File: src/rtl/pipe_reg_pkg.sv
// -----------------------------------------------------------------------------
// pipe_reg_pkg
//   Shared definitions for the elastic pipeline stage register.
//   - Control-vector field layout (bit offsets and widths) for the EX/MEM
//     control bundle carried through the stage.
//   - Stage occupancy state codes used by pipeline_stage_reg.
//   - Default parameter values.
// -----------------------------------------------------------------------------
package pipe_reg_pkg;

  // Default geometry of the stage payload.
  localparam int PIPE_DATA_W_DEF   = 32;
  localparam int PIPE_NUM_DATA_DEF = 3;
  localparam int PIPE_CTRL_W_DEF   = 11;
  localparam int PIPE_ADDR_W_DEF   = 5;

  // Control vector field layout.
  localparam int CTRL_BRANCH_RES_BIT = 0;
  localparam int CTRL_REG_DEST_BIT   = 1;
  localparam int CTRL_REG_WRITE_BIT  = 2;
  localparam int CTRL_MEM_READ_LSB   = 3;
  localparam int CTRL_MEM_READ_W     = 3;
  localparam int CTRL_MEM_WRITE_LSB  = 6;
  localparam int CTRL_MEM_WRITE_W    = 3;
  localparam int CTRL_MEM_TO_REG_LSB = 9;
  localparam int CTRL_MEM_TO_REG_W   = 2;

  // Same layout as a packed struct, MSB field first.
  typedef struct packed {
    logic [CTRL_MEM_TO_REG_W-1:0] mem_to_reg;
    logic [CTRL_MEM_WRITE_W-1:0]  mem_write;
    logic [CTRL_MEM_READ_W-1:0]   mem_read;
    logic                         reg_write;
    logic                         reg_dest;
    logic                         branch_res;
  } ctrl_fields_t;

  // Stage occupancy: EMPTY (no entry), ONE (main entry valid),
  // FULL (main and skid entries valid).
  typedef enum logic [1:0] {
    ST_EMPTY = 2'b00,
    ST_ONE   = 2'b01,
    ST_FULL  = 2'b10
  } stage_state_e;

endpackage : pipe_reg_pkg

File: src/rtl/pipeline_stage_reg_slot.sv
// -----------------------------------------------------------------------------
// pipe_slot
//   One storage entry of the elastic stage: valid flag plus control vector,
//   destination address and packed data words.
//   Ports:
//     clk_i    clock, rising edge
//     rst_ni   asynchronous active-low reset (entry invalid, contents zero)
//     clear_i  synchronous clear: entry invalid, contents zero (wins over load)
//     load_i   capture ctrl_i/addr_i/data_i and mark the entry valid
//     ctrl_i, addr_i, data_i   payload to capture
//     valid_o, ctrl_o, addr_o, data_o   stored entry
//   With neither clear_i nor load_i the entry holds.
// -----------------------------------------------------------------------------
module pipe_slot
  import pipe_reg_pkg::*;
#(
  parameter int DATA_W   = PIPE_DATA_W_DEF,
  parameter int NUM_DATA = PIPE_NUM_DATA_DEF,
  parameter int CTRL_W   = PIPE_CTRL_W_DEF,
  parameter int ADDR_W   = PIPE_ADDR_W_DEF
) (
  input  logic                       clk_i,
  input  logic                       rst_ni,
  input  logic                       clear_i,
  input  logic                       load_i,
  input  logic [CTRL_W-1:0]          ctrl_i,
  input  logic [ADDR_W-1:0]          addr_i,
  input  logic [NUM_DATA*DATA_W-1:0] data_i,
  output logic                       valid_o,
  output logic [CTRL_W-1:0]          ctrl_o,
  output logic [ADDR_W-1:0]          addr_o,
  output logic [NUM_DATA*DATA_W-1:0] data_o
);

  logic                       valid_q, valid_d;
  logic [CTRL_W-1:0]          ctrl_q, ctrl_d;
  logic [ADDR_W-1:0]          addr_q, addr_d;
  logic [NUM_DATA*DATA_W-1:0] data_q, data_d;

  always_comb begin
    valid_d = valid_q;
    ctrl_d  = ctrl_q;
    addr_d  = addr_q;
    data_d  = data_q;
    if (clear_i) begin
      valid_d = 1'b0;
      ctrl_d  = '0;
      addr_d  = '0;
      data_d  = '0;
    end else if (load_i) begin
      valid_d = 1'b1;
      ctrl_d  = ctrl_i;
      addr_d  = addr_i;
      data_d  = data_i;
    end
  end

  always_ff @(posedge clk_i or negedge rst_ni) begin
    if (!rst_ni) begin
      valid_q <= 1'b0;
      ctrl_q  <= '0;
      addr_q  <= '0;
      data_q  <= '0;
    end else begin
      valid_q <= valid_d;
      ctrl_q  <= ctrl_d;
      addr_q  <= addr_d;
      data_q  <= data_d;
    end
  end

  assign valid_o = valid_q;
  assign ctrl_o  = ctrl_q;
  assign addr_o  = addr_q;
  assign data_o  = data_q;

endmodule : pipe_slot

File: src/rtl/pipeline_stage_reg.sv
// -----------------------------------------------------------------------------
// pipeline_stage_reg
//   Elastic pipeline register for an inter-stage boundary. Carries a control
//   vector, a destination register address and NUM_DATA data words with a
//   valid/ready handshake and a two-entry skid (main entry M drives the
//   outputs, skid entry S catches the beat accepted while M is stuck).
//   Ports:
//     CLK, RESET_N          clock (rising edge), async active-low reset
//     BUSY_WAIT             global stall: every register holds
//     FLUSH                 synchronous squash of both entries
//     IN_VALID/IN_READY     upstream handshake; IN_READY never depends on
//                           OUT_READY, so there is no comb path in->out
//     IN_CTRL/IN_ADDRESS/IN_DATA    incoming beat (word 0 in LSBs)
//     OUT_VALID/OUT_READY   downstream handshake
//     OUT_CTRL/OUT_ADDRESS/OUT_DATA outgoing beat, all zero when OUT_VALID=0
//     STALL_CNT, BUBBLE_CNT saturating 16-bit event counters
//   Build option: define PIPE_REG_PERF_EN to add STALL_CNT/BUBBLE_CNT ports
//   and their counters; without it those ports and logic are absent.
// -----------------------------------------------------------------------------
module pipeline_stage_reg
  import pipe_reg_pkg::*;
#(
  parameter int DATA_W   = PIPE_DATA_W_DEF,
  parameter int NUM_DATA = PIPE_NUM_DATA_DEF,
  parameter int CTRL_W   = PIPE_CTRL_W_DEF,
  parameter int ADDR_W   = PIPE_ADDR_W_DEF
) (
  input  logic                       CLK,
  input  logic                       RESET_N,
  input  logic                       BUSY_WAIT,
  input  logic                       FLUSH,
  input  logic                       IN_VALID,
  output logic                       IN_READY,
  input  logic [CTRL_W-1:0]          IN_CTRL,
  input  logic [ADDR_W-1:0]          IN_ADDRESS,
  input  logic [NUM_DATA*DATA_W-1:0] IN_DATA,
  output logic                       OUT_VALID,
  input  logic                       OUT_READY,
  output logic [CTRL_W-1:0]          OUT_CTRL,
  output logic [ADDR_W-1:0]          OUT_ADDRESS,
  output logic [NUM_DATA*DATA_W-1:0] OUT_DATA
`ifdef PIPE_REG_PERF_EN
  ,
  output logic [15:0]                STALL_CNT,
  output logic [15:0]                BUBBLE_CNT
`endif
);

  localparam int DW = NUM_DATA * DATA_W;

  stage_state_e state_q, state_d;

  // Cleared by reset, set on the first clock after release. Gating IN_READY
  // with this flop keeps the stage from accepting while RESET_N is low
  // without feeding the reset net into the handshake logic.
  logic rdy_en_q;

  logic acc, drn;

  // Entry control strobes
  logic m_load, m_clear, m_from_s;
  logic s_load, s_clear;

  // Entry contents
  logic              m_valid, s_valid;
  logic [CTRL_W-1:0] m_ctrl, s_ctrl, m_ctrl_in;
  logic [ADDR_W-1:0] m_addr, s_addr, m_addr_in;
  logic [DW-1:0]     m_data, s_data, m_data_in;

  // ---------------------------------------------------------------------------
  // Handshake
  // ---------------------------------------------------------------------------
  assign IN_READY = rdy_en_q & (state_q != ST_FULL) & ~BUSY_WAIT & ~FLUSH;
  assign acc      = IN_VALID & IN_READY;
  // A flushed cycle never counts as a delivered beat.
  assign drn      = m_valid & OUT_READY & ~BUSY_WAIT & ~FLUSH;

  // ---------------------------------------------------------------------------
  // Occupancy FSM
  // ---------------------------------------------------------------------------
  always_ff @(posedge CLK or negedge RESET_N) begin
    if (!RESET_N) begin
      state_q  <= ST_EMPTY;
      rdy_en_q <= 1'b0;
    end else begin
      state_q  <= state_d;
      rdy_en_q <= 1'b1;
    end
  end

  // BUSY_WAIT needs no branch of its own: it forces acc=drn=0, so every
  // state falls through to hold.
  always_comb begin
    state_d  = state_q;
    m_load   = 1'b0;
    m_clear  = 1'b0;
    m_from_s = 1'b0;
    s_load   = 1'b0;
    s_clear  = 1'b0;
    if (FLUSH) begin
      state_d = ST_EMPTY;
      m_clear = 1'b1;
      s_clear = 1'b1;
    end else begin
      unique case (state_q)
        ST_EMPTY: begin
          if (acc) begin
            state_d = ST_ONE;
            m_load  = 1'b1;
          end
        end
        ST_ONE: begin
          if (acc && drn) begin
            m_load = 1'b1;
          end else if (acc) begin
            // M is stuck: the new beat parks behind it in S.
            state_d = ST_FULL;
            s_load  = 1'b1;
          end else if (drn) begin
            state_d = ST_EMPTY;
            m_clear = 1'b1;
          end
        end
        ST_FULL: begin
          // IN_READY is low here, so only the older S beat can move up.
          if (drn) begin
            state_d  = ST_ONE;
            m_load   = 1'b1;
            m_from_s = 1'b1;
            s_clear  = 1'b1;
          end
        end
        default: begin
          state_d = ST_EMPTY;
          m_clear = 1'b1;
          s_clear = 1'b1;
        end
      endcase
    end
  end

  // ---------------------------------------------------------------------------
  // Entries
  // ---------------------------------------------------------------------------
  assign m_ctrl_in = m_from_s ? s_ctrl : IN_CTRL;
  assign m_addr_in = m_from_s ? s_addr : IN_ADDRESS;
  assign m_data_in = m_from_s ? s_data : IN_DATA;

  pipe_slot #(
    .DATA_W   (DATA_W),
    .NUM_DATA (NUM_DATA),
    .CTRL_W   (CTRL_W),
    .ADDR_W   (ADDR_W)
  ) u_slot_m (
    .clk_i   (CLK),
    .rst_ni  (RESET_N),
    .clear_i (m_clear),
    .load_i  (m_load),
    .ctrl_i  (m_ctrl_in),
    .addr_i  (m_addr_in),
    .data_i  (m_data_in),
    .valid_o (m_valid),
    .ctrl_o  (m_ctrl),
    .addr_o  (m_addr),
    .data_o  (m_data)
  );

  pipe_slot #(
    .DATA_W   (DATA_W),
    .NUM_DATA (NUM_DATA),
    .CTRL_W   (CTRL_W),
    .ADDR_W   (ADDR_W)
  ) u_slot_s (
    .clk_i   (CLK),
    .rst_ni  (RESET_N),
    .clear_i (s_clear),
    .load_i  (s_load),
    .ctrl_i  (IN_CTRL),
    .addr_i  (IN_ADDRESS),
    .data_i  (IN_DATA),
    .valid_o (s_valid),
    .ctrl_o  (s_ctrl),
    .addr_o  (s_addr),
    .data_o  (s_data)
  );

  // ---------------------------------------------------------------------------
  // Outputs: a bubble carries no payload, so downstream side effects
  // (register write, memory access) are impossible on an invalid beat.
  // ---------------------------------------------------------------------------
  assign OUT_VALID   = m_valid;
  assign OUT_CTRL    = m_valid ? m_ctrl : '0;
  assign OUT_ADDRESS = m_valid ? m_addr : '0;
  assign OUT_DATA    = m_valid ? m_data : '0;

  // s_valid is implied by state_q == ST_FULL; it is only observed here so
  // the skid entry's flag stays visible for debug.
  logic skid_unused;
  assign skid_unused = s_valid;

  // ---------------------------------------------------------------------------
  // Performance counters
  // ---------------------------------------------------------------------------
`ifdef PIPE_REG_PERF_EN
  logic [15:0] stall_cnt_q, stall_cnt_d;
  logic [15:0] bubble_cnt_q, bubble_cnt_d;
  logic        stall_evt, bubble_evt;

  assign stall_evt  = BUSY_WAIT | (m_valid & ~OUT_READY);
  assign bubble_evt = ~m_valid;

  always_comb begin
    stall_cnt_d  = stall_cnt_q;
    bubble_cnt_d = bubble_cnt_q;
    if (stall_evt && (stall_cnt_q != 16'hFFFF)) begin
      stall_cnt_d = stall_cnt_q + 16'd1;
    end
    if (bubble_evt && (bubble_cnt_q != 16'hFFFF)) begin
      bubble_cnt_d = bubble_cnt_q + 16'd1;
    end
  end

  always_ff @(posedge CLK or negedge RESET_N) begin
    if (!RESET_N) begin
      stall_cnt_q  <= '0;
      bubble_cnt_q <= '0;
    end else begin
      stall_cnt_q  <= stall_cnt_d;
      bubble_cnt_q <= bubble_cnt_d;
    end
  end

  assign STALL_CNT  = stall_cnt_q;
  assign BUBBLE_CNT = bubble_cnt_q;
`else
  // Counters not built: the stage has no event-count state.
`endif

endmodule : pipeline_stage_reg

File: config.mk
export PLATFORM = sky130hd
export DESIGN_NAME = pipeline_stage_reg
export DESIGN_NICKNAME = d
export VERILOG_FILES = /design/src/rtl/pipe_reg_pkg.sv /design/src/rtl/pipeline_stage_reg_slot.sv /design/src/rtl/pipeline_stage_reg.sv
export SDC_FILE = /design/constraint.sdc
export NUM_CORES = 1
export LEC_CHECK = 0
export ABC_AREA = 0
export BUFFER_PORTS_ARGS = -buffer_cell sky130_fd_sc_hd__buf_2
export CAP_MARGIN = 0
export CORE_UTILIZATION = 54
export CTS_CLUSTER_SIZE = 25
export DETAILED_ROUTE_END_ITERATION = 10
export PLACE_DENSITY = 0.8
export SYNTH_ARGS = -nofsm -noshare
export SYNTH_HDL_FRONTEND = slang
export SYNTH_SLANG_ARGS = --single-unit
export TNS_END_PERCENT = 50
File: constraint.sdc
create_clock -name CLK -period 2.2 [get_ports CLK]
set_input_delay 0.22 -clock CLK [delete_from_list [all_inputs] [get_ports CLK]]
set_output_delay 0.22 -clock CLK [all_outputs]
set_load 0.005 [all_outputs]
==> flow_metrics.py <==
metrics = {
    "critical_path": {
        "path_class": "flip-flop to flip-flop",
        "critPathArrivalTime_ps": 2330,
        "cp-start-kind": "flip-flop",
        "worst_setup_path_end_kind": "flip-flop",
        "crit_required_ps": 2580,
        "crit_path_max_fanout": 41,
    },
    "finish": {
        "layout-drive-gt1-share": 0.266,
        "multiInputGateArea_sq_mm": 0.00403,
        "diode_insertion_count_for_antenna_repair": 0,
        "final-instance-count-excl-fill": 1340,
        "finalNetCount": 1215,
        "layout.area.seq_sq_mm": 0.00571,
        "fillerInstances": 1182,
        "areaGrowthSynthToFinish_pct": 31.9,
    },
    "drt": {
        "dr_wl_met2_mm": 11.9,
        "detailroute.via_count": 7807,
        "drt_iter0_drc": 555,
        "met3_wirelength_mm": 1.71,
        "antenna_left": 0,
        "drc": 16,
        "dr_vias_cell": 5.83,
        "routedWlPerCell_microns": 19.2,
        "detail_route.first_pass.iterations": 10,
        "highest_layer": "met4",
        "m1WireLength_mm": 11.8,
        "wirelength_mm": 25.7,
    },
    "placement": {
        "placed_cells": 1188,
        "hpwlAfterDp_mm": 14.6,
        "finalWeightedCongestion": 0.804,
        "buffer_ports.inserted": 231,
    },
    "synth": {
        "synthesis.nets": 901,
        "synthDominantAreaCellType": "sky130_fd_sc_hd__dfrtp_1",
        "top_flip_flop_cell_by_instance_count_after_synthesis": "sky130_fd_sc_hd__dfrtp_1",
        "synth_async_sr_flop_share": 1.00,
        "netlist_top_cells_area": "sky130_fd_sc_hd__dfrtp_1, sky130_fd_sc_hd__mux2i_1, sky130_fd_sc_hd__a22o_1",
        "synth-edff-count": 0,
        "synth_seq_area_share": 0.562,
        "synth.ff_latch_count": 228,
        "synth.cell_area_sq_mm": 0.0102,
        "netlist.area_leader.share": 0.562,
        "syn_avg_cell_area_sq_um": 13.0,
        "synth.yosys.warnings": 0,
        "yosysUniqueCellTypes": 33,
        "post_synth_inst_count": 783,
    },
    "sta": {
        "layout_min_cycle_time_ps": 1950,
        "report.final.slew_viol_count": 0,
        "unrepaired_setup_endpoints_after_global_routing": "no",
        "slew_headroom": 0.570,
        "hold_ws_ps": 168,
        "fin_skew_ps": 19.2,
        "maxClockFrequency_ghz": 0.513,
        "fin_crit_sh": 0.887,
        "setup-violations-final": 0,
        "worstMarginPinSlew_ps": 645,
        "final_tns_setup_ps": 0,
        "hold_violations": 0,
    },
    "floorplanning": {
        "design.die.area_sq_mm": 0.0194,
        "starting_utilization_of_the_core_area": 0.558,
        "dieHeight_microns": 139,
        "die-width_microns": 139,
        "fp.coreArea_sq_mm": 0.0182,
        "design.portCount": 232,
        "fp-row-count": 49,
    },
    "global_route": {
        "combined_global_route_utilization_of_all_metal_layers": 0.270,
        "grt_max_degree": 76,
        "grt_pass1_vias": 8241,
        "first_pass_grt_wire_length_mm": 42.5,
        "number_of_antenna_violations_at_the_first_check_in_global_routing": 0,
        "gr-total-overflow": 0,
    },
    "worst_hold_path": {
        "timing.hold.worst.class": "input pin to flip-flop",
    },
    "job": {
        "maxCapViolCount": 0,
    },
    "clock_network": {
        "clk_pin_slew_worst_setup_hold_paths_ps": 60,
        "worstSkewPairLatency_ps": 510,
        "tritoncts": "done",
        "ctsRootBufferMaster": "sky130_fd_sc_hd__clkbuf_16",
        "post_cts_resized": 0,
        "numCtsBuffers": 23,
        "cts_post_setup_buffers_inserted": 0,
        "cts_hold_buf": 113,
        "cts_buffer_depth": 3,
        "ctsHtreeMaxLevel": 1,
        "tritoncts_sink_count": 228,
    },
    "pwr": {
        "worst_ir_drop_vdd_mv": 0.542,
        "cellLeakagePower_nw": 6.64,
        "power-per-cell-area_mw_per_mm2": 686,
    },
    "run_status": {
        "violations_in_the_final_reports": "DRC",
        "run_status": "complete, but fails checks",
    },
}
[registers in the layout (all words and copies together), names as in the netlist]
signal / flops
rdy_en_q: 1
state_q: 2
u_slot_m.addr_o: 5
u_slot_m.ctrl_o: 11
u_slot_m.data_o: 96
u_slot_m.valid_o: 1
u_slot_s.addr_o: 5
u_slot_s.ctrl_o: 11
u_slot_s.data_o: 96
[metrics by stage]
| step | worst slack [ps] | total power [mW] | area (sq um) | util |
|---|---|---|---|---|
| after detailed placement | 268 | 5.20 | 11500 | 0.633 |
| after global placement | 341 | 5.18 | 11500 | 0.633 |
| final | 249 | 9.19 | 13400 | 0.736 |
| after global routing | 118 | 9.51 | 13400 | 0.736 |
| after floorplan | 503 | 4.78 | 10200 | - |
| after CTS | 253 | 9.25 | 13400 | 0.736 |
[cell families after synthesis]
kind of cell	synth area share
AOI/OAI and AO/OA	0.199
xor gates and xnor gates	0.000862
buffers and inverters	0.0457
DFF	0.562
muxes	0.110
other	0.000369
and+or+nand+nor	0.0817
[path summary, 6_finish.rpt]
kind	startpoint	endpoint	slack (ps)	depth (start not counted)
worst max-delay path	state_q[0]$_DFFE_PN0P_	u_slot_m.data_o[74]$_DFFE_PN0P_	250	5
worst min-delay path	FLUSH	state_q[1]$_DFFE_PN0P_	170	3
worst max register to register	state_q[0]$_DFFE_PN0P_	u_slot_m.data_o[74]$_DFFE_PN0P_	250	5
worst min register to register	u_slot_m.ctrl_o[1]$_DFFE_PN0P_	u_slot_m.ctrl_o[1]$_DFFE_PN0P_	480	1
max in group asynchronous	RESET_N	u_slot_m.data_o[39]$_DFFE_PN0P_	1180	3
min in group asynchronous	RESET_N	u_slot_m.data_o[7]$_DFFE_PN0P_	280	2
[routing by layer]
| metal | GRT usage | vias up |
|---|---|---|
| li1 | - | 3545 |
| met4 | 0.0538 | 0 |
| met5 | 0 | - |
| met3 | 0.0508 | 34 |
| met2 | 0.434 | 309 |
| met1 | 0.384 | 3919 |
[layout make-up]
class | count | share of cell area
sequential | 228 | 0.426
multi-input combinational | 477 | 0.300
timing repair buffer | 365 | 0.196
clock buffer | 33 | 0.0495
tap | 229 | 0.0214
clock inverter | 6 | 0.00625
inverter | 2 | 0.000560
[critical path: stages, from the launching register on]
cell and delay, ps:
sky130_fd_sc_hd__dfrtp_1 470, sky130_fd_sc_hd__nand2b_1 260, sky130_fd_sc_hd__nor3_4 370, sky130_fd_sc_hd__buf_12 340, sky130_fd_sc_hd__mux2i_1 270, sky130_fd_sc_hd__o2bb2ai_1 90
[cells in the mapped netlist (2+ instances only)]
master,n
sky130_fd_sc_hd__a21oi_1,2
sky130_fd_sc_hd__mux2i_1,112
sky130_fd_sc_hd__buf_6,5
sky130_fd_sc_hd__and3_1,2
sky130_fd_sc_hd__and2_1,112
sky130_fd_sc_hd__buf_4,27
sky130_fd_sc_hd__nand2b_1,2
sky130_fd_sc_hd__o2bb2ai_1,112
sky130_fd_sc_hd__a22o_1,112
sky130_fd_sc_hd__dfrtp_1,228
sky130_fd_sc_hd__nor2_1,4
sky130_fd_sc_hd__buf_2,26
sky130_fd_sc_hd__inv_1,2
sky130_fd_sc_hd__clkbuf_1,16
sky130_fd_sc_hd__buf_1,2
sky130_fd_sc_hd__nand3_1,2
[power breakdown]
group	total (mW)	internal, mW	leakage [nW]	switching [mW]
registers	4.33	4.28	3.16	0.0537
clock network	3.91	2.32	0.370	1.59
logic	0.952	0.418	3.11	0.534
[placed cells by master, fill, tap and decap left out, types with 2 or more instances in the layout]
| cell | instances |
|---|---|
| sky130_fd_sc_hd__bufinv_16 | 2 |
| sky130_fd_sc_hd__nor2_1 | 4 |
| sky130_fd_sc_hd__and2_1 | 112 |
| sky130_fd_sc_hd__clkbuf_1 | 5 |
| sky130_fd_sc_hd__clkinv_2 | 3 |
| sky130_fd_sc_hd__a21oi_1 | 2 |
| sky130_fd_sc_hd__dfrtp_1 | 227 |
| sky130_fd_sc_hd__clkbuf_16 | 23 |
| sky130_fd_sc_hd__nand3_1 | 2 |
| sky130_fd_sc_hd__clkbuf_8 | 5 |
| sky130_fd_sc_hd__o2bb2ai_1 | 112 |
| sky130_fd_sc_hd__a22o_1 | 112 |
| sky130_fd_sc_hd__inv_1 | 2 |
| sky130_fd_sc_hd__mux2i_1 | 112 |
| sky130_fd_sc_hd__buf_2 | 230 |
| sky130_fd_sc_hd__buf_12 | 14 |
| sky130_fd_sc_hd__dlygate4sd3_1 | 113 |
| sky130_fd_sc_hd__buf_4 | 7 |
Note: power is estimated with default switching activity, not from simulation.
